[src/rtl/cloud_ctrl_pkg.sv]
// Shared definitions for the cloud controller: geometry, descriptor layout, state encodings.
package cloud_ctrl_pkg;

  localparam int unsigned SCREEN_W     = 640;
  localparam int unsigned CLOUD_W      = 92;
  localparam int unsigned NUM_SLOTS    = 2;
  localparam int unsigned SLOT_IDX_W   = 1;
  localparam int unsigned X_W          = 10;
  localparam int unsigned Y_W          = 5;
  localparam int unsigned DESC_W       = 1 + Y_W + X_W;
  localparam int unsigned STATE_W      = 2;
  localparam int unsigned GAP_W        = 8;
  localparam int unsigned LFSR_W       = 16;
  localparam int unsigned GAP_RAND_LSB = 6;
  localparam int unsigned GAP_RAND_W   = 7;

  // Galois feedback mask for x^16 + x^14 + x^13 + x^11 + 1 (right-shifting form)
  localparam logic [LFSR_W-1:0] LFSR_MASK = 16'hB400;

  typedef enum logic [STATE_W-1:0] {
    ST_IDLE   = 2'b00,
    ST_RUN    = 2'b01,
    ST_FROZEN = 2'b10
  } state_e;

  // Descriptor: [15] valid, [14:10] y offset, [9:0] right-edge x
  typedef struct packed {
    logic           valid;
    logic [Y_W-1:0] y;
    logic [X_W-1:0] x;
  } cloud_t;

  // Build the descriptor of a freshly spawned cloud
  function automatic cloud_t spawn_desc(input logic [Y_W-1:0] y, input logic [X_W-1:0] x);
    cloud_t d;
    d.valid = 1'b1;
    d.y     = y;
    d.x     = x;
    return d;
  endfunction

endpackage

[src/rtl/cloud_ctrl_lfsr16.sv]
// Free-running 16-bit Galois LFSR used as the cloud randomness source.
module lfsr16
  import cloud_ctrl_pkg::*;
#(
  parameter logic [LFSR_W-1:0] SEED = 16'hACE1
) (
  input  logic              clk,
  input  logic              rst_n,
  output logic [LFSR_W-1:0] q
);

  // Shift right every clock; fold the output bit back through the tap mask
  always_ff @(posedge clk or negedge rst_n) begin
    if (!rst_n) begin
      q <= SEED;
    end else begin
      q <= {1'b0, q[LFSR_W-1:1]} ^ (q[0] ? LFSR_MASK : '0);
    end
  end

endmodule

[src/rtl/cloud_ctrl.sv]
// Cloud background controller: two scrolling cloud slots with random spawn height and spacing.
module cloud_ctrl
  import cloud_ctrl_pkg::*;
#(
  parameter int unsigned       MOVE_DIV = 4,
  parameter int unsigned       MIN_GAP  = 90,
  parameter logic [X_W-1:0]    SPAWN_X  = X_W'(SCREEN_W + CLOUD_W),
  parameter logic [LFSR_W-1:0] SEED     = 16'hACE1
) (
  input  logic               clk,
  input  logic               rst_n,
  input  logic               frame_tick,
  input  logic               start,
  input  logic               stop,
  input  logic               clear,
  output logic [DESC_W-1:0]  cloud0,
  output logic [DESC_W-1:0]  cloud1,
  output logic [STATE_W-1:0] state
);

  localparam int unsigned       STEP_W    = (MOVE_DIV > 1) ? $clog2(MOVE_DIV) : 1;
  localparam logic [STEP_W-1:0] STEP_LAST = STEP_W'(MOVE_DIV - 1);
  localparam logic [GAP_W-1:0]  GAP_BASE  = GAP_W'(MIN_GAP);

  state_e                  state_q;
  state_e                  state_d;
  logic [STEP_W-1:0]       step_q;
  logic [STEP_W-1:0]       step_d;
  logic [GAP_W-1:0]        gap_q;
  logic [GAP_W-1:0]        gap_d;
  cloud_t                  slot_q [NUM_SLOTS];
  cloud_t                  slot_d [NUM_SLOTS];
  logic [LFSR_W-1:0]       lfsr;
  logic                    run_tick;
  logic                    step_wrap;
  logic                    spawn_ok;
  logic [SLOT_IDX_W-1:0]   spawn_idx;
  logic                    idle_start;
  logic                    lfsr_unused;

  lfsr16 #(
    .SEED (SEED)
  ) u_lfsr (
    .clk   (clk),
    .rst_n (rst_n),
    .q     (lfsr)
  );

  // Only some LFSR bits feed the datapath
  assign lfsr_unused = ^{lfsr[LFSR_W-1:GAP_RAND_LSB+GAP_RAND_W], lfsr[GAP_RAND_LSB-1:Y_W]};

  // Frame ticks act on the state held before any same-edge control transition
  assign run_tick   = frame_tick && (state_q == ST_RUN);
  assign step_wrap  = (step_q == STEP_LAST);
  assign idle_start = start && !stop && !clear && (state_q == ST_IDLE);

  // Next-state logic: clear beats stop, stop beats start
  always_comb begin
    state_d = state_q;
    if (clear) begin
      state_d = ST_IDLE;
    end else if (stop) begin
      if (state_q == ST_RUN) begin
        state_d = ST_FROZEN;
      end
    end else if (start) begin
      if (state_q == ST_IDLE || state_q == ST_FROZEN) begin
        state_d = ST_RUN;
      end
    end
  end

  // Lowest-index slot that is free before this tick
  always_comb begin
    spawn_ok  = 1'b0;
    spawn_idx = '0;
    for (int i = int'(NUM_SLOTS) - 1; i >= 0; i--) begin
      if (!slot_q[i].valid) begin
        spawn_ok  = 1'b1;
        spawn_idx = SLOT_IDX_W'(i);
      end
    end
  end

  // Movement, retirement, spawn and gap pacing; clear wipes everything
  always_comb begin
    slot_d = slot_q;
    step_d = step_q;
    gap_d  = gap_q;

    if (run_tick) begin
      step_d = step_wrap ? '0 : step_q + STEP_W'(1);

      for (int i = 0; i < int'(NUM_SLOTS); i++) begin
        if (step_wrap && slot_q[i].valid) begin
          if (slot_q[i].x == '0) begin
            slot_d[i] = '0;
          end else begin
            slot_d[i].x = slot_q[i].x - X_W'(1);
          end
        end
      end

      gap_d = (gap_q != '0) ? gap_q - GAP_W'(1) : '0;

      // A slot spawned this tick overrides any movement computed above (it was invalid anyway)
      if (gap_q == '0 && spawn_ok) begin
        slot_d[spawn_idx] = spawn_desc(lfsr[Y_W-1:0], SPAWN_X);
        gap_d = GAP_BASE + GAP_W'(lfsr[GAP_RAND_LSB +: GAP_RAND_W]);
      end
    end

    if (clear) begin
      for (int i = 0; i < int'(NUM_SLOTS); i++) begin
        slot_d[i] = '0;
      end
      step_d = '0;
      gap_d  = '0;
    end else if (idle_start) begin
      step_d = '0;
      gap_d  = '0;
    end
  end

  // State register
  always_ff @(posedge clk or negedge rst_n) begin
    if (!rst_n) begin
      state_q <= ST_IDLE;
    end else begin
      state_q <= state_d;
    end
  end

  // Datapath registers
  always_ff @(posedge clk or negedge rst_n) begin
    if (!rst_n) begin
      step_q <= '0;
      gap_q  <= '0;
      for (int i = 0; i < int'(NUM_SLOTS); i++) begin
        slot_q[i] <= '0;
      end
    end else begin
      step_q <= step_d;
      gap_q  <= gap_d;
      for (int i = 0; i < int'(NUM_SLOTS); i++) begin
        slot_q[i] <= slot_d[i];
      end
    end
  end

  assign cloud0 = slot_q[0];
  assign cloud1 = slot_q[1];
  assign state  = state_q;

endmodule

[config.mk]
export PLATFORM = sky130hd
export DESIGN_NAME = cloud_ctrl
export DESIGN_NICKNAME = d
export VERILOG_FILES = /design/src/rtl/cloud_ctrl_pkg.sv /design/src/rtl/cloud_ctrl_lfsr16.sv /design/src/rtl/cloud_ctrl.sv
export SDC_FILE = /design/constraint.sdc
export NUM_CORES = 1
export LEC_CHECK = 0
export BUFFER_PORTS_ARGS = -buffer_cell sky130_fd_sc_hd__buf_2
export CAP_MARGIN = 5
export CORE_MARGIN = 5
export CORE_UTILIZATION = 40
export DETAILED_ROUTE_END_ITERATION = 10
export GPL_TIMING_DRIVEN = 0
export PLACE_DENSITY = 0.55
export SETUP_SLACK_MARGIN = 0.05
export SYNTH_ARGS = -nofsm -noshare
export SYNTH_HDL_FRONTEND = slang
export SYNTH_SLANG_ARGS = --single-unit
[constraint.sdc]
create_clock -name clk -period 5.4 [get_ports clk]
set_clock_uncertainty 0.15 [all_clocks]
set_input_delay 0.27 -clock clk [delete_from_list [all_inputs] [get_ports clk]]
set_output_delay 0.27 -clock clk [all_outputs]
set_load 0.03 [all_outputs]
* Word level (Yosys, flattened, before mapping) *
Cells that the tools add are included.

storage, ports and cells
  register bits = 60
  logic and storage cells = 76
  output and inout bits = 34
  input bits = 6

cells by class
  bitwise operators = 2
  add/subtract/negate cells = 5
  eq/ne operators = 4
  magnitude comparators = 2
  reductions and logical operators = 21
  multiplexer cells = 32

operators with widths
  kind                     count
  $mux W16                 6
  $mux W32                 3
  $mux W8                  5
  $bwmux W32               1
  $logic_not A10 Y1        2
  $mux W10                 2
  $sub A10 B1 Y10 const B  2
  $mux W2                  9
  $demux W16 S1            1
  $xor A15 B16 Y16         1
  $mux W6                  2
  $reduce_bool A3 Y1       3
  $add A7 B7 Y8 const A    1
  $logic_and A1 B1 Y1      8
  $logic_not A8 Y1         1
  $reduce_bool A8 Y1       1
  $sub A8 B1 Y8 const B    1
  $eq A2 B2 Y1 const B     2
  $mux W1                  3
  $ne A3 B1 Y1 const B     1
  $reduce_and A3 Y1        1
  $add A2 B1 Y2 const B    1
  $eq A2 B1 Y1 const B     1
  $ge A2 B2 Y1 const B     1
  6 further kinds          7

* Longest topological paths before layout *
Gate-level depths: netlist of the first run.

  depth after elaboration = 11
  depth in mapped cells = 8
  gate-level depth less buffers = 7

* Modules after synthesis *
Synthesis of the first run repeated with hierarchy kept, for this count alone.

second synthesis, totals
  cell total of the unflattened synthesis = 292
  area, all modules = 3,090.5 um^2

modules (own cells, without submodules)
  module      cells an instance  seq. area each (um^2)  area each (um^2)  times used
  cloud_ctrl  273                1,101.1                2,653.8           1
  lfsr16      19                 410.4                  436.7             1

* Worst setup path after synthesis of the first run *
No wires, ideal clock.

  path type = register to register
  from = register slot_q (netlist bit cloud0[0])
  to = register slot_q (netlist bit cloud0[6])
  clock period less this slack = 2.165 ns
  library setup time = 0.126 ns
  path buffers = 0
  arrival time = 1.888 ns
  setup slack = 3.235 ns
  data required time = 5.124 ns
  cell stages (with the launch flop) = 7
  cells stage by stage = dfrtp_1 inv_1 ha_1 and4b_4 nand2_4 or4_4 a311o_1

on the way
  longest elaborated chain between the ends = 8
  elaborated cells between the ends (all ways) = 9
  classes of those cells = 1 x add/sub; 7 x mux; 1 x reduce/logical

ends and longest elaborated chain
  item                                                  RTL line                            text
  start, declared                                       cloud_ctrl.sv:31                    cloud_t slot_q [NUM_SLOTS];
  start signal, assigned by index                       cloud_ctrl.sv:146                   slot_q[i] <= slot_d[i];
  $sub A10 B1 Y10 or $logic_not A10 Y1 (tied branches)  cloud_ctrl.sv:99, cloud_ctrl.sv:96
  $mux W10 *                                            cloud_ctrl.sv:96                    if (slot_q[i].x == '0) begin
  $mux W16 *                                            cloud_ctrl.sv:95                    if (step_wrap && slot_q[i].valid) begin
  $mux W16 *                                            cloud_ctrl.sv:91                    if (run_tick) begin
  $bwmux W32                                            cloud_ctrl.sv:108                   slot_d[spawn_idx] = spawn_desc(lfsr[Y_W-1:0], SPAWN_X);
  $mux W32 *                                            cloud_ctrl.sv:107                   if (gap_q == '0 && spawn_ok) begin
  $mux W32 *                                            cloud_ctrl.sv:91
  $mux W32 *                                            cloud_ctrl.sv:113                   if (clear) begin

Mark *: on every way between the ends. The rest lies on a longest branch, timed or not. The select of a mux whose other input is x is not followed.
A chain may end at the register's enable or synchronous reset.

* Worst setup path in the final report of the first run *
  from = register gap_q[0]
  to = register slot_q (netlist bit cloud0[11])

on the way
  longest elaborated chain between the ends = 5

ends and longest elaborated chain
  item                    RTL line           text
  start, declared         cloud_ctrl.sv:29   logic [GAP_W-1:0] gap_q;
  start signal, assigned  cloud_ctrl.sv:144  gap_q <= gap_d;
  $logic_not A8 Y1        cloud_ctrl.sv:107
  $logic_and A1 B1 Y1     cloud_ctrl.sv:107
  $mux W32                cloud_ctrl.sv:107
  $mux W32                cloud_ctrl.sv:91
  $mux W32                cloud_ctrl.sv:113

No other way between the ends. The select of a mux whose other input is x is not followed.

==> impl_results.md, run 1 <==
* Synthesized area at around 3000 um^2
* Area after DPL at between 3000 and 4000 um^2
* Gate Count Post-Synth at between 200 and 300
* Hold path cells at 3
* Routed Wire Length at 7.78 mm
* Status: complete, no violations
* Inserted Diodes at 0
* Post-DR vias/cell at 5.67
* Initial cell density of the core at 41.0%
* H-tree lvl count at 3
* NumNets Final at 358
* TritonRoute pass-1 iters at 4
* Sequential fraction of the synthesis area at 50.8%
* Post-synth top area share at 43.7%
* Largest family of logic cells by synthesized area: simple AND/OR/NAND/NOR gates
* Core Rows at 31
* Main synth FF type: dfrtp_1
* Leak at 1.72 nW
* Netlist cell types at 60
* GRT Util Overall at 18.1%
* CP max FO at 7
* CTS Buf Count at 9
* Synth Area in Adders at 2.52%
* HPWL Detailed at 5.52 mm
* Synthesized flop and latch total at 60
* Cells taking the most area after synthesis: dfrtp_1 (44%), dfstp_2 (7.1%), o21ai_0 (3.9%), a22o_1 (3.5%), a21oi_1 (2.9%)
* Vias in the first global route at 2481
* Worst EP arrival at 2.61 ns
* Startpoint Class: flop
* PwrDens at 323 nW/um^2
* Slew margin rel. at 39.1%
* DR WL/cell at 17.3 um
* HP Class: in2reg
* Filler instances at 707
* Compound-cell area share of the yosys netlist at roughly 20%
* FF-to-FF path depth at 7
* PostCTS Resize Cnt at 0
* Syn Nets at 307
* Hold EP: state[0]
* Syn-to-layout area delta at 19.9%
* Post-synth top area cell: dfrtp_1
* Die Ht at 96.2 um
* RSZ-0062 raised after global routing: no
* First-pass GRT wire length at 12.8 mm
* Remaining DRCs at 0
* Largest net degree at the start of global routing at 35
* Post-Synth Simple-Gate Area at 21.9%
* DRT antenna net count at 0
* VDD IR max at ~0.00016 V
* Internal reg-to-reg setup slack at 2.92 ns
* FMAX at slightly above 400 MHz
* Maxcap violations at 0
* Worst r2r src: gap_q[0]
* Core box area at about 7300 um^2
* Register Area at 1510 um^2
* CP endpoint kind: flop
* Root Buffer: clkbuf_8
* Share of layout cells above drive strength 1 at approximately a quarter
* CTS sink cnt at 60
* Final hold vios at 0
* CTS tree: done
* Worst flop-to-flop path endpoint: cloud0[11]
* Final setup violation count at 0
* Initial antenna violation count at 0
* Xor and xnor area share after synthesis at just over 2%
* Slew Viols, Final at 0
* # hold bufs at CTS at 1
* GR Overflow Total at 0
* Die width at 96.2 um
* Post-CTS setup buffer count at 0
* Power, Total at 1.15 mW
* Area of the multi-input gates at between 1000 and 1500 um^2
* Slew @ Worst Pin at ~0.91 ns
* RePlAce Congestion at 0.839
* Fin crit period at 2.48 ns
* Initial detailed-routing violation count at 103
* Vias at between 2000 and 3000
* Die area at 9260 um^2
* Post-synthesis mux area share at less than 1%
* Fraction of registers with async set/reset at 100%
* Reg clk slew, reported paths at 0.07 ns
* Io pins at 40
* Worst path required time at 5.52 ns
* Final instance area at 3570 um^2
* Total Neg Setup Slack at 0 ns
* Synthesized area per cell at 10.1 um^2
* PortBufs at 38
* Max Buffers Root-to-Sink at 2
* Ys Warns at 0
* Final Cycle Share at 46.0%
* Setup CP Type: reg2reg
* Hold wc startpoint: start
* Post-synth EDFFs at 0
* Clk Latency, worst-skew pair at 0.34 ns
[where the power goes]
part	switching, mW	internal, mW	total (mW)
logic	0.114	0.0583	0.173
registers	0.0150	0.460	0.475
clock network	0.187	0.319	0.506
[registers in the layout, summed over array words and instances, names as in the netlist]
signal    flops
cloud0       16
cloud1       16
gap_q         8
state         2
step_q        2
u_lfsr.q     16
[synthesized netlist by cell type (6+ instances only)]
| master | count |
|---|---|
| dfrtp_1 | 52 |
| o21ai_0 | 23 |
| nor2_1 | 20 |
| a21oi_1 | 17 |
| nand2_1 | 17 |
| nand3_1 | 16 |
| nor3_1 | 14 |
| a22o_1 | 12 |
| inv_1 | 10 |
| dfstp_2 | 8 |
| a31oi_1 | 6 |
| ha_1 | 6 |
[cells in the final DEF (no fill, tap or decap), types with 8 or more instances in the layout]
cell type and instances:
nand2_1 17, nor3_1 14, a21oi_1 17, nand3_1 16
clkbuf_8 10, dfrtp_1 52, dfstp_2 8, a22o_1 12
nor2_1 20, o21ai_0 23, inv_1 10, buf_2 42
[per-layer routing]
layer	vias to the layer above	routed length, um	share of wire, %	track usage, %
met5	-	0	0	0
met4	0	130	1.7	6.99
met3	15	332	4.3	3.67
met2	64	3350	43	25.4
met1	1266	3970	51	27.1
li1	1208	-	-	-
[how the worst max path moves through the flow]
stage | depth (start not counted) | from | slack (ns) | to
final | 7 | gap_q[0] | 2.92 | cloud0[11]
after global placement | 7 | gap_q[0] | 3.01 | cloud0[11]
after detailed placement | 7 | gap_q[0] | 2.97 | cloud0[10]
after CTS | 7 | gap_q[0] | 2.95 | cloud0[14]
after global routing | 7 | gap_q[1] | 2.79 | cloud0[11]
after floorplan | 6 | cloud0[0] | 3.24 | cloud0[6]
[metrics by stage]
step,hold slack [ns],worst slack (ns),std cells,utilization (%)
after floorplan,-0.176,3.24,295,-
after global placement,0.208,3.01,432,45.4
after detailed placement,0.188,2.97,433,45.6
after CTS,0.0634,2.95,450,49.2
after global routing,0.0877,2.79,450,49.2
final,0.0741,2.92,450,49.2
[cell type report]
class	instances	area share, %
buffer	10	1.30
clock buffer	10	3.86
clock inverter	6	3.12
inverter	10	1.05
multi-input combinational	215	38.7
sequential	60	42.4
tap	99	3.47
timing repair buffer	40	6.17
[logic make-up (layout without fill, tap and decap cells)]
| group | Yosys count | count (layout) |
|---|---|---|
| flops | 60 | 60 |
| simple gates | 112 | 112 |
| fa+ha+maj | 6 | 6 |
| mux | 1 | 1 |
| compound gates | 89 | 89 |
| buf+inv | 20 | 76 |
| xor+xnor | 7 | 7 |
[critical path, cell delays in order, from the launching register on]
cell and delay [ns]:
dfrtp_1 0.41, inv_1 0.10, ha_1 0.23, nor3b_1 0.17, nand2_1 0.28, nor2_1 0.10, o31ai_1 0.75, a22o_1 0.24
(Power assumes the default switching activity.)
==> inputs of run 2 (changes only) <==
--- a/config.mk
+++ b/config.mk
@@ -5,13 +5,14 @@
 export SDC_FILE = /design/constraint.sdc
 export NUM_CORES = 1
 export LEC_CHECK = 0
+export ABC_AREA = 1
 export BUFFER_PORTS_ARGS = -buffer_cell sky130_fd_sc_hd__buf_2
 export CAP_MARGIN = 5
 export CORE_MARGIN = 5
 export CORE_UTILIZATION = 40
 export DETAILED_ROUTE_END_ITERATION = 10
 export GPL_TIMING_DRIVEN = 0
-export PLACE_DENSITY = 0.55
+export PLACE_DENSITY = 0.54
 export SETUP_SLACK_MARGIN = 0.05
 export SYNTH_ARGS = -nofsm -noshare
 export SYNTH_HDL_FRONTEND = slang
==> constraint.sdc (replaced) <==
create_clock -name clk -period 2.6 [get_ports clk]
set_clock_uncertainty 0.15 [all_clocks]
set_input_delay 0.13 -clock clk [delete_from_list [all_inputs] [get_ports clk]]
set_output_delay 0.13 -clock clk [all_outputs]
set_load 0.03 [all_outputs]
==> run 2 against run 1 <==
Effect of this change: power is 97% higher; combinational power is 86% higher; register-to-register slack worse by 2.2 ns; cell area is 13% higher; maximum frequency is 33% higher; area after synthesis is 15% higher; die area is 14% higher; sequential cell count stayed put; critical endpoint is now cloud1[13].
==> impl_results.md, run 2 <==
* RePlAce Congestion at 0.842 (was 0.839)
* Inserted Diodes at 0 (unchanged)
* Final Cycle Share at 72.1% (was 46.0%)
* CTS sink cnt at 60 (unchanged)
* Commonest non-fill, non-tap cell in the layout: nand2_1 (was dfrtp_1)
* Slew Viols, Final at 0 (unchanged)
* Hold Slack at 0.0515 ns (was 0.0741 ns)
* Share of layout cells above drive strength 1 at 20.7% (was 23.6%)
* Die Ht at 103 um (was 96.2 um)
* DR WL/cell at 13.1 um (was 17.3 um)
* Synthesized flop and latch total at 60 (unchanged)
* HPWL Detailed at 5.89 mm (was 5.52 mm)
* VDD IR max at 0.000257 V (was 0.000162 V)
* Cell Count Post-Placement at 599 (was 433)
* Fin crit period at 1.87 ns (was 2.48 ns)
* CP max FO at 7 (unchanged)
* Clk Latency, worst-skew pair at 0.33 ns (was 0.34 ns)
* Sequential power share at 42.6% (was 41.2%)
* Initial detailed-routing violation count at 110 (was 103)
* Sw frac at 26.7% (was 27.4%)
* CP startpoint: step_q[0] (was gap_q[0])
* Sequential fraction of the synthesis area at 44.0% (was 50.8%)
* Slew margin rel. at 47.8% (was 39.1%)
* Routed Wire Length at 8.07 mm (was 7.78 mm)
* RSZ-0062 raised after global routing: no (unchanged)
* Filler instances at 831 (was 707)
* Largest net degree at the start of global routing at 61 (was 35)
* Final hold vios at 0 (unchanged)
* PortBufs at 39 (was 38)
* Initial cell density of the core at 41.4% (was 41.0%)
* HP Class: in2reg (unchanged)
* DRT antenna net count at 0 (unchanged)
* PostCTS Resize Cnt at 0 (unchanged)
* Most numerous cell in the Yosys netlist: nand2_1 (was dfrtp_1)
* Die width at 103 um (was 96.2 um)
* Worst EP arrival at 1.93 ns (was 2.61 ns)
* H-tree lvl count at 3 (unchanged)
* Die area at 10500 um^2 (was 9260 um^2)
* CTS tree: done (unchanged)
* Status: complete, no violations (unchanged)
* Remaining DRCs at 0 (unchanged)
* Worst setup margin at 0.726 ns (was 2.92 ns)
* First-pass GRT wire length at 14.1 mm (was 12.8 mm)
* GRT Util Overall at 17.2% (was 18.1%)
* Main synth FF type: dfrtp_1 (unchanged)
* Pint at 1.67 mW (was 0.838 mW)
* Leak at 2.22 nW (was 1.72 nW)
* CTS Buf Count at 9 (unchanged)
* Worst r2r src: step_q[0] (was gap_q[0])
* Clock power share at 43.3% (was 43.9%)
* Synthesized area at 3440 um^2 (was 2980 um^2)
* Vias at 2911 (was 2553)
* Cells taking the most area after synthesis: dfrtp_1 (38%), nand2_1 (16%), inv_1 (6.4%), nand3_1 (6.4%), dfstp_2 (6.1%) (was dfrtp_1 (44%), dfstp_2 (7.1%), o21ai_0 (3.9%), a22o_1 (3.5%), a21oi_1 (2.9%))
* Most frequent cells in the layout: nand2_1 (145), inv_1 (59), dfrtp_1 (52), nand3_1 (44), buf_2 (39) (was dfrtp_1 (52), buf_2 (42), o21ai_0 (23), nor2_1 (20))
* TritonRoute pass-1 iters at 4 (unchanged)
* GR Overflow Total at 0 (unchanged)
* Post-synth top area cell: dfrtp_1 (unchanged)
* Core Rows at 33 (was 31)
* Post-CTS setup buffer count at 0 (unchanged)
* Setup CP Type: reg2reg (unchanged)
* Root Buffer: clkbuf_8 (unchanged)
* Power, Total at 2.27 mW (was 1.15 mW)
* Vias in the first global route at 2936 (was 2481)
* Post-Layout Cell Count at 617 (was 450)
* Io pins at 40 (unchanged)
* Syn-to-layout area delta at 17.0% (was 19.9%)
* Max Buffers Root-to-Sink at 2 (unchanged)
* Total Neg Setup Slack at 0 ns (unchanged)
* Worst path required time at 2.66 ns (was 5.52 ns)
* Post-synth EDFFs at 0 (unchanged)
* Post-DR vias/cell at 4.72 (was 5.67)
* Netlist cell types at 29 (was 60)
* Post-synth top cells: nand2_1 (145), inv_1 (59), dfrtp_1 (52) (was dfrtp_1 (52), o21ai_0 (23), nor2_1 (20))
* Pre-CTS setup slack at 0.698 ns (was 2.97 ns)
* Post-synth top area share at 37.9% (was 43.7%)
* Core box area at 8300 um^2 (was 7250 um^2)
* FMAX at 534 MHz (was 403 MHz)
* Maxcap violations at 0 (unchanged)
* # hold bufs at CTS at 2 (was 1)
* Synthesized area per cell at 7.55 um^2 (was 10.1 um^2)
* End-of-flow core utilization at 48.5% (was 49.2%)
* Ys Warns at 0 (unchanged)
* Hold wc startpoint: start (unchanged)
* Reg clk slew, reported paths at 0.07 ns (about the same)
* Psw at 0.607 mW (was 0.317 mW)
* Syn Nets at 467 (was 307)
* Comb power frac at 14.2% (was 15.0%)
* Final setup violation count at 0 (unchanged)
* Startpoint Class: flop (unchanged)
* Final instance area at 4020 um^2 (was 3570 um^2)
* Fraction of registers with async set/reset at 100% (unchanged)
* Gate Count Post-Synth at 455 (was 295)
* Initial antenna violation count at 0 (unchanged)
* PwrDens at 565 nW/um^2 (was 323 nW/um^2)
* Area after DPL at 3760 um^2 (was 3310 um^2)
* CP endpoint kind: flop (unchanged)
* NumNets Final at 519 (was 358)
* Slew @ Worst Pin at 0.783 ns (was 0.906 ns)
[run 2: worst max-delay path, cell delays in order (launching register included)]
cell and delay [ns]:
dfrtp_1 0.37, ha_1 0.24, nand2_2 0.12, inv_1 0.17, nand4_1 0.37, nand2_1 0.17
nand2_1 0.06, nand2_1 0.06, nand2_1 0.05
[run 2: final timing paths]
path | endpoint | slack (ns) | depth (start not counted)
worst max-delay path | cloud1[13] | 0.73 | 8
max in group asynchronous | cloud1[14] | 1.50 | 2
worst min-delay path | state[0] | 0.05 | 5
worst max register to register | cloud1[13] | 0.73 | 8
min in group asynchronous | state[0] | 0.26 | 2
worst min register to register | u_lfsr.q[15] | 0.22 | 0
[run 2: cell type report]
| class | count | area, um^2 | share of cell area [%] |
|---|---|---|---|
| clock buffers | 13 | 169 | 4.20 |
| flip-flops and latches | 60 | 1510 | 37.6 |
| inverters | 75 | 295 | 7.34 |
| well taps | 105 | 131 | 3.27 |
| plain buffers | 4 | 38.8 | 0.965 |
| multi-input cells | 316 | 1590 | 39.5 |
| clock inverters | 3 | 67.6 | 1.68 |
| repair buffers | 41 | 218 | 5.41 |
[run 2: power by group through the flow]
stage          Sequential [mW]  Combinational (mW)  Clock (mW)
2_1_floorplan             1.00               0.216           0
3_5_place_dp             0.984               0.323           0
4_1_cts                  0.967               0.326        1.02
6_report                 0.967               0.322       0.984
3_3_place_gp             0.984               0.320           0
5_1_grt                  0.970               0.367        1.06
[run 2: cell families after synthesis]
family                     synth area share [%]
adders and majority gates                  2.18
buffers and inverters                      9.72
AOI/OAI and AO/OA                          6.81
and+or+nand+nor                            34.2
xor gates and xnor gates                   3.06
DFF                                        44.0
[run 2: layer usage]
layer	up-vias	wire length, um	GRT usage (%)
met5	-	0	0
met4	0	79	6.16
met3	7	278	3.65
met2	44	3720	26.3
met1	1345	4000	24.1
li1	1515	-	-
==> inputs of run 3 (changes only) <==
--- a/config.mk
+++ b/config.mk
@@ -12,7 +12,7 @@
 export CORE_UTILIZATION = 40
 export DETAILED_ROUTE_END_ITERATION = 10
 export GPL_TIMING_DRIVEN = 0
-export PLACE_DENSITY = 0.54
+export PLACE_DENSITY = 0.56
 export SETUP_SLACK_MARGIN = 0.05
 export SYNTH_ARGS = -nofsm -noshare
 export SYNTH_HDL_FRONTEND = slang
==> constraint.sdc (replaced) <==
create_clock -name clk -period 1.7 [get_ports clk]
set_clock_uncertainty 0.15 [all_clocks]
set_input_delay 0.085 -clock clk [delete_from_list [all_inputs] [get_ports clk]]
set_output_delay 0.085 -clock clk [all_outputs]
set_load 0.03 [all_outputs]
==> run 3 against run 2 <==
Effect of this change: count of clock-buffer cells in the layout down 4; die area is the same; register-to-register slack got worse by 0.61 ns; core utilization rose by 3.9 points; sequential share of layout area shrank 2.6 points; wire length increased by 4.0%; hold slack worse by 0.015 ns; maximum frequency is 18% higher; non-clock buffer count increased by 18; first-iteration DRC count shrank 5.5%; worst setup slack got worse by 0.61 ns; power rose by 46%.
==> impl_results.md, run 3 (synthesis results as in run 2) <==
* Crit path cell chain: inv_2 > ha_4 > nand3_4 > nor2_8 > nand2_4 > inv_4 > nand2_8 > inv_6 > nand2_1 > nand2_1 (was ha_1 > nand2_2 > inv_1 > nand4_1 > nand2_1 > nand2_1 > nand2_1 > nand2_1)
* FF-to-FF path depth at 10 (was 8)
* Die area at 10500 um^2 (unchanged)
* Most frequent CP cell: nand2_1 (unchanged)
* Max Buffers Root-to-Sink at 2 (unchanged)
* Hold wc startpoint: frame_tick (was start)
* CP endpoint kind: flop (unchanged)
* Worst r2r src: gap_q[0] (was step_q[0])
* CP max FO at 8 (was 7)
* First-pass GRT wire length at 13.7 mm (was 14.1 mm)
* CTS Buf Count at 9 (unchanged)
* Sw frac at 30.4% (was 26.7%)
* Highest Signal Layer: met4 (unchanged)
* Core Rows at 33 (unchanged)
* HPWL Detailed at 5.84 mm (was 5.89 mm)
* Final Cycle Share at 93.4% (was 72.1%)
* Total Neg Setup Slack at 0 ns (unchanged)
* Core box area at 8300 um^2 (unchanged)
* Die Ht at 103 um (unchanged)
* Psw at 1.01 mW (was 0.607 mW)
* Hold path cells at 4 (was 5)
* Root Buffer: clkbuf_8 (unchanged)
* Die width at 103 um (unchanged)
* Largest stage delay, worst path at 0.41 ns (was 0.37 ns)
* Fin crit period at 1.59 ns (was 1.87 ns)
* Area after DPL at 3770 um^2 (was 3760 um^2)
* Area of the multi-input gates at 1780 um^2 (was 1590 um^2)
* Worst path required time at 1.81 ns (was 2.66 ns)
* PortBufs at 39 (unchanged)
* TritonRoute pass-1 iters at 5 (was 4)
* Met2 WL at 3.95 mm (was 3.72 mm)
* Share of layout cells above drive strength 1 at 29.6% (was 20.7%)
* Setup CP Type: reg2reg (unchanged)
* Wl on met1 at 4.12 mm (was 4.00 mm)
* Critical path's slowest cell: dfrtp_1 (unchanged)
* Inserted Diodes at 0 (unchanged)
* Sequential power share at 44.5% (was 42.6%)
* Power, Total at 3.33 mW (was 2.27 mW)
* Hold EP: cloud0[15] (was state[0])
* DRT antenna net count at 0 (unchanged)
* H-tree lvl count at 3 (unchanged)
* GRT Util Overall at 16.5% (was 17.2%)
* Largest net degree at the start of global routing at 61 (unchanged)
* Maxcap violations at 0 (unchanged)
* Register Area at 1520 um^2 (was 1510 um^2)
* Final setup violation count at 0 (unchanged)
* Vias in the first global route at 2949 (was 2936)
* Filler instances at 781 (was 831)
* Pint at 2.32 mW (was 1.67 mW)
* Final instance area at 4350 um^2 (was 4020 um^2)
* Leak at 2.30 nW (was 2.22 nW)
* Slew margin rel. at 48.6% (was 47.8%)
* Status: complete, no violations (unchanged)
* VDD IR max at 0.000328 V (was 0.000257 V)
* GR Overflow Total at 0 (unchanged)
* PwrDens at 766 nW/um^2 (was 565 nW/um^2)
* Initial antenna violation count at 0 (unchanged)
* NumNets Final at 537 (was 519)
* Worst flop-to-flop path endpoint: cloud0[13] (was cloud1[13])
* Most frequent cells in the layout: nand2_1 (138), inv_1 (51), dfrtp_1 (46), nand3_1 (41), buf_2 (39) (was nand2_1 (145), inv_1 (59), dfrtp_1 (52), nand3_1 (44), buf_2 (39))
* CTS sink cnt at 60 (unchanged)
* Commonest non-fill, non-tap cell in the layout: nand2_1 (unchanged)
* Comb power frac at 16.9% (was 14.2%)
* CTS tree: done (unchanged)
* DR WL/cell at 13.2 um (was 13.1 um)
* Remaining DRCs at 0 (unchanged)
* WL met3 at 244 um (was 278 um)
* Syn-to-layout area delta at 26.5% (was 17.0%)
* RSZ-0062 raised after global routing: yes (was no)
* HP Class: in2reg (unchanged)
* Routed Wire Length at 8.40 mm (was 8.07 mm)
* Final hold vios at 0 (unchanged)
* Clk Latency, worst-skew pair at 0.33 ns (about the same)
* Reg clk slew, reported paths at 0.08 ns (was 0.07 ns)
* Clock power share at 38.6% (was 43.3%)
* Slew @ Worst Pin at 0.771 ns (was 0.783 ns)
* Worst EP arrival at 1.70 ns (was 1.93 ns)
* Slew Viols, Final at 0 (unchanged)
* Io pins at 40 (unchanged)
* Post-DR vias/cell at 4.81 (was 4.72)
* Internal reg-to-reg setup slack at 0.11 ns (was 0.73 ns)
* Initial cell density of the core at 41.4% (unchanged)
* RePlAce Congestion at 0.823 (was 0.842)
* Initial detailed-routing violation count at 104 (was 110)
* Startpoint Class: flop (unchanged)
* Vias at 3057 (was 2911)
* FMAX at 630 MHz (was 534 MHz)
-- run 3: cell count changes in the layout (fill, tap and decap cells not counted), sizes merged --
cell,before,now
dlygate4sd3,2,3
buf,43,60
bufinv,2,1
clkinvlp,1,3
clkbuf,13,9
clkinv,3,4
inv,72,74
-- run 3: final cells by class --
cell class	instances	share of cell area [%]
Multi-Input combinational cell	316	40.9
Sequential cell	60	35.0
Timing Repair Buffer	59	8.26
Inverter	75	7.37
Tap cell	105	3.02
Clock buffer	9	2.85
Clock inverter	7	1.73
Buffer	4	0.893
-- run 3: critical path, delay by kind of cell, from the launching register on --
family / cells / cell delay [ns]
adders and majority gates: 1 / 0.15
buffers and inverters: 3 / 0.26
and+or+nand+nor: 6 / 0.55
DFF: 1 / 0.41
-- run 3: repair_timing --
item	4_1_cts	5_1_grt
endpoints found under the hold margin	54	0
pin swaps	4	12
setup endpoints to repair	35	38
cloned	0	0
resized for setup	15	49
hold buffers	3	0
setup buffers	3	14
-- run 3: worst max path at each step --
| stage | cells past startpoint | to | slack (ns) | startpoint |
|---|---|---|---|---|
| finish | 10 | cloud0[13] | 0.11 | gap_q[0] |
| global route | 10 | cloud1[9] | 0.01 | step_q[0] |
| CTS | 9 | cloud0[14] | 0.05 | cloud0[1] |
| detailed placement | 8 | cloud1[13] | -0.18 | step_q[0] |
| global placement | 8 | cloud1[13] | -0.20 | step_q[0] |
| floorplan | 11 | cloud1[3] | 0.06 | cloud1[0] |
-- run 3: metrics by stage --
step                      hold slack (ns)  cells  setup WS (ns)  util [%]
after floorplan                    -0.361    455         0.0603         -
final                              0.0364    635          0.113      52.4
after global placement              0.204    599         -0.199      45.4
after detailed placement           0.0655    599         -0.176      45.4
after global routing               0.0542    635         0.0112      52.4
after CTS                         0.00607    621         0.0462      48.9
-- run 3: power groups by stage --
stage                     clock, mW  sequential (mW)  combinational, mW
after global placement            0             1.50              0.488
after CTS                      1.32             1.48              0.513
final                          1.28             1.48              0.563
after floorplan                   0             1.53              0.331
after detailed placement          0             1.50              0.493
after global routing           1.39             1.48              0.623
-- run 3: metal layers --
layer / vias to the layer above / global-route usage, %
li1: 1563 / -
met5: - / 0
met1: 1443 / 22.3
met2: 45 / 26.7
met3: 6 / 2.84
met4: 0 / 6.16
